==> config.mk <==
export PLATFORM = sky130hd
export DESIGN_NAME = data_path
export DESIGN_NICKNAME = d
export VERILOG_FILES = /design/src/rtl/machine_pkg.sv /design/src/rtl/data_path_y_bank.sv /design/src/rtl/data_path.sv
export SDC_FILE = /design/constraint.sdc
export NUM_CORES = 1
export LEC_CHECK = 0
export BUFFER_PORTS_ARGS = -buffer_cell sky130_fd_sc_hd__buf_4
export CELL_PAD_IN_SITES_DETAIL_PLACEMENT = 1
export CELL_PAD_IN_SITES_GLOBAL_PLACEMENT = 2
export CORE_MARGIN = 4
export CORE_UTILIZATION = 40
export CTS_CLUSTER_SIZE = 8
export DETAILED_ROUTE_END_ITERATION = 16
export GPL_ROUTABILITY_DRIVEN = 0
export PLACE_DENSITY = 0.82
export SLEW_MARGIN = 30
export SYNTH_ARGS = -nofsm -noshare
export SYNTH_HDL_FRONTEND = slang
export SYNTH_SLANG_ARGS = --single-unit
==> constraint.sdc <==
create_clock -name clk -period 3.9 [get_ports clk]
set_input_delay 0.585 -clock clk [delete_from_list [all_inputs] [get_ports clk]]
set_output_delay 0.585 -clock clk [all_outputs]
set_load 0.05 [all_outputs]
==> src/rtl/machine_pkg.sv <==
// Shared definitions for the control FSM and its datapath partner:
// regime codes, next-Y operation codes and default geometry.
package machine_pkg;

    typedef enum logic [1:0] {
        R0 = 2'd0,
        R1 = 2'd1,
        R2 = 2'd2,
        R3 = 2'd3
    } regime_t;

    typedef enum logic [1:0] {
        Y_HOLD     = 2'd0,
        Y_INC      = 2'd1,
        Y_DEC      = 2'd2,
        Y_XOR_PREV = 2'd3
    } y_select_t;

    localparam int DATA_W_DEFAULT   = 8;
    localparam int S_W_DEFAULT      = 3;
    localparam int S_TARGET_DEFAULT = 6;

endpackage

==> src/rtl/data_path_y_bank.sv <==
// Y register bank: 2**S_W words, async reset, two combinational read
// ports (current index and its predecessor) and one synchronous write port.
module y_bank
    import machine_pkg::*;
#(
    parameter int DATA_W = DATA_W_DEFAULT,
    parameter int S_W    = S_W_DEFAULT
) (
    input  logic              clk,
    input  logic              rst,
    input  logic [S_W-1:0]    rd_addr,
    input  logic [S_W-1:0]    rd_prev_addr,
    output logic [DATA_W-1:0] rd_data,
    output logic [DATA_W-1:0] rd_prev_data,
    input  logic              wr_en,
    input  logic [S_W-1:0]    wr_addr,
    input  logic [DATA_W-1:0] wr_data
);

    localparam int DEPTH = 2 ** S_W;

    logic [DATA_W-1:0] mem [DEPTH];

    assign rd_data      = mem[rd_addr];
    assign rd_prev_data = mem[rd_prev_addr];

    // Clear every word on reset; otherwise write the addressed word when enabled.
    always_ff @(posedge clk or posedge rst) begin
        if (rst) begin
            for (int i = 0; i < DEPTH; i++) begin
                mem[i] <= '0;
            end
        end else if (wr_en) begin
            mem[wr_addr] <= wr_data;
        end
    end

endmodule

==> src/rtl/data_path.sv <==
// Datapath partner of the control FSM: index register S, the Y bank addressed
// by S, the sIs6 status flag, and the registered enumeration output stream.
module data_path
    import machine_pkg::*;
#(
    parameter int DATA_W   = DATA_W_DEFAULT,
    parameter int S_W      = S_W_DEFAULT,
    parameter int S_TARGET = S_TARGET_DEFAULT
) (
    input  logic              clk,
    input  logic              rst,
    input  logic [DATA_W-1:0] x,
    input  logic [1:0]        regime,
    input  logic              active,
    input  logic              s_en,
    input  logic              s_zero,
    input  logic              s_add,
    input  logic [1:0]        s_step,
    input  logic              y_en,
    input  logic              y_store_x,
    input  logic [1:0]        y_select_next,
    output logic              sIs6,
    output logic [S_W-1:0]    s_value,
    output logic [DATA_W-1:0] y_out,
    output logic              y_valid
);

    localparam logic [S_W-1:0] S_TGT = S_W'(S_TARGET);

    logic [S_W-1:0]    s_reg;
    logic [S_W-1:0]    s_next;
    logic [S_W-1:0]    s_prev;
    logic [S_W-1:0]    step_ext;
    logic [DATA_W-1:0] y_cur;
    logic [DATA_W-1:0] y_prev;
    logic [DATA_W-1:0] y_next;
    logic              enum_fire;

    assign step_ext  = S_W'(s_step);
    assign s_prev    = s_reg - S_W'(1);
    assign sIs6      = (s_reg == S_TGT);
    assign s_value   = s_reg;
    assign enum_fire = (regime == R1) && active && s_en && !s_zero;

    // Next index: zero has priority, then add or subtract the step, wrapping naturally.
    always_comb begin
        s_next = s_reg;
        if (s_zero) begin
            s_next = '0;
        end else if (s_add) begin
            s_next = s_reg + step_ext;
        end else begin
            s_next = s_reg - step_ext;
        end
    end

    // Index register; only moves when the control word enables it.
    always_ff @(posedge clk or posedge rst) begin
        if (rst) begin
            s_reg <= '0;
        end else if (s_en) begin
            s_reg <= s_next;
        end
    end

    // New value for Y[S]: the external operand wins, otherwise the selected op on the current word.
    always_comb begin
        y_next = y_cur;
        if (y_store_x) begin
            y_next = x;
        end else begin
            case (y_select_t'(y_select_next))
                Y_HOLD:     y_next = y_cur;
                Y_INC:      y_next = y_cur + DATA_W'(1);
                Y_DEC:      y_next = y_cur - DATA_W'(1);
                Y_XOR_PREV: y_next = y_cur ^ y_prev;
                default:    y_next = y_cur;
            endcase
        end
    end

    // The bank is written and read at the pre-update S, so a same-cycle S step lands afterwards.
    y_bank #(
        .DATA_W (DATA_W),
        .S_W    (S_W)
    ) u_y_bank (
        .clk          (clk),
        .rst          (rst),
        .rd_addr      (s_reg),
        .rd_prev_addr (s_prev),
        .rd_data      (y_cur),
        .rd_prev_data (y_prev),
        .wr_en        (y_en),
        .wr_addr      (s_reg),
        .wr_data      (y_next)
    );

    // Enumeration output: capture Y[S] with a one-cycle valid pulse; y_out holds between pulses.
    always_ff @(posedge clk or posedge rst) begin
        if (rst) begin
            y_out   <= '0;
            y_valid <= 1'b0;
        end else begin
            y_valid <= enum_fire;
            if (enum_fire) begin
                y_out <= y_cur;
            end
        end
    end

endmodule
==> metrics <==
Fin Hold WS=between 0.3 and 0.4 ns; dpl ws=approximately 0.37 ns; Nets=around 540; die area=about 14000 um^2; Port Buffers=34; Inst Count DP=630; Slew @ Worst Pin=between 0.8 and 0.9 ns; Synth async-reset ratio=100%; Fmax achieved=280 MHz; pwr/cell area=786 nW/um^2; WS Path Type=flop to flop; synth warn=0; I/O pins=35; Final Hold Vio Count=0; maximum clock path buffer count=2; drt pass-1 iters=4; clock sink count=76; M1 WL=about 6.2 mm; DRT Wirelength=between 10 and 15 mm; total grt overflow=0; Reg clk slew, reported paths=roughly 0.060 ns; vias per cell=around 6.0; share of cells above drive strength 1=between 20% and 30%; GR Util All Layers=21.6%; Cell variety after synth=a little over 60; Starting DRT DRC Count=274; Seq cells post-synth=between 70 and 80; CTS tree=built; HP Class=input pin to async pin; cts bufs inserted=9; Synthesized Nets=500; crit share post-route=between 90% and 100%; antenna violations before repair=0; WP data arrival=3.75 ns; clk_lat worst skew=0.34 ns; Post-Syn Area=about 4800 um^2; Slew HR=42.7%; antenna viol nets, final=0; r2r startpoint=s_value[0]; Setup Viol. Count Final=0; post-route setup TNS=0 ns; max-cap viol count=0; Post-CTS Resized=0; Final WS setup=around 0.33 ns; WL/cell=roughly 22 um; Post-route DRC=0; ant diodes=0; Finished Cell Area=roughly 5500 um^2; worst-path fanout max=32; Die Height=118 um; syn avg cell area=around 10 um^2; CTS H-tree lvls=3; CP startpoint=s_value[0]; first-pass GRT wire length=roughly 23 mm; met3 wire length=a little over 1 mm; unrepaired setup endpoints after global routing=false; Initial Util=about two fifths; core area=between 10000 and 15000 um^2; Slew Limit Fails=0; total power=roughly 4.3 mW; Post-Layout Cell Count=645; top sig layer=met4; Area growth syn-to-layout=14.6%; CTS root buffer=clkbuf_16; CP startpoint kind=flop; Post-synth EDFFs=0; HPWL after detailed placement=10.5 mm; sequential fraction of the synthesis area=a little under 40%; Crit. End Element=flop; IR drop worst, VDD=between 0.2 and 0.25 mV; Setup Fix Bufs, Post-CTS=0; Syn Inst Count=~460; largest net degree at the start of global routing=43; ys flop type=dfrtp_1; met2 WL=about 6.9 mm; Die W=118 um; status=completed; row cnt=39; Period minus WS final=3.57 ns; placed inst area=5230 um^2; hold_buf cts=0; vias in the first global route=roughly 4.1k; via count=3860; Fin Clk Skew=around 0.0034 ns; post-route core utilization=47.5%; leakage=about 2.4 nW; Critical Path RT=between 4 and 5 ns
==> flip-flops by register name (all words and copies together), names as in the netlist <==
signal / cells
y_out: 8
y_valid: 1
s_value: 3
u_y_bank.mem: 64
==> area by class of cell <==
cell class | count | area [um^2]
Fill cell | 1283 | 6100
Clock inverter | 1 | 7.51
Inverter | 14 | 53.8
Sequential cell | 76 | 1900
Tap cell | 143 | 179
Multi-Input combinational cell | 353 | 2750
Timing Repair Buffer | 44 | 355
Clock buffer | 14 | 264
==> worst max-delay path, stage by stage (launching register included) <==
cell	delay, ns
dfrtp_1	0.45
buf_12	0.26
mux4_2	0.52
mux2_2	0.33
ha_1	0.41
a21o_1	0.21
a21o_1	0.17
a221oi_1	0.46
a22oi_1	0.17
nor2_1	0.14
buf_4	0.17
a31oi_1	0.10
==> cells in the mapped netlist, types with 2 or more instances <==
library cell	number	area, um^2
o21ai_1	18	90.1
clkbuf_1	8	30.0
a31oi_1	9	56.3
mux4_2	24	541
or3_1	2	12.5
nand3_1	7	35.0
buf_6	3	33.8
inv_1	12	45.0
dfrtp_1	76	1900
ha_1	13	163
xnor2_1	4	35.0
a21o_1	7	52.6
a21oi_1	15	75.1
nand4_1	3	18.8
a221o_1	2	20.0
o21ai_0	9	45.0
nor3_1	5	25.0
buf_4	3	22.5
fa_1	2	40.0
buf_1	2	7.51
mux2i_1	24	240
o31ai_1	24	180
nand2_1	75	282
and2_1	6	37.5
mux2_2	16	180
a221oi_1	2	17.5
buf_2	4	20.0
nor2_1	40	150
nand2b_1	6	37.5
a22oi_1	5	37.5
nor2b_1	5	31.3
and4_1	3	26.3
==> power by group <==
part           internal (mW)  switching (mW)
logic                  0.939            1.17
registers               1.14           0.288
clock network          0.463           0.327
total                   2.54            1.79
==> routing by layer <==
metal	global-route usage, %	vias to the layer above
met1	27.9	1952
li1	-	1779
met4	7.40	0
met2	35.3	110
met3	5.81	19
met5	0	-
==> placed cells by master (no fill, tap or decap), drive strengths merged, types with 2 or more instances in the layout <==
cell type,n
mux4,25
a21o,7
a22oi,6
fa,2
nor2b,5
nand2b,6
nand4,3
mux2i,24
clkinv,2
and4,3
clkbuf,14
nand2,75
nor2,40
buf,44
xnor2,4
dfrtp,76
o31ai,24
or3,2
a221oi,3
inv,12
xor2,2
and2,6
ha,13
nor3,6
o21ai,27
a21oi,16
mux2,18
a221o,2
a31oi,9
nand3,7
==> path summary, 6_finish.rpt <==
check,slack (ns),to,cells after the start
hold reg to reg,0.48,y_out[0],2
min in group clk,0.45,s_value[0],2
setup / recovery,0.33,u_y_bank.mem[31],11
hold / removal,0.36,u_y_bank.mem[43],2
max in group asynchronous,2.81,y_out[6],3
setup reg to reg,0.33,u_y_bank.mem[31],11
==> kinds of logic (layout without fill, tap and decap cells) <==
logic type	after synthesis	in the layout	share of synthesized area [%]
AOI/OAI and AO/OA	107	107	15.6
xor gates and xnor gates	6	6	1.48
adders and majority gates	15	15	4.21
buffers and inverters	34	73	3.46
DFF	76	76	39.5
muxes	67	67	21.1
and+or+nand+nor	158	158	14.7
(Power assumes the default switching activity.)
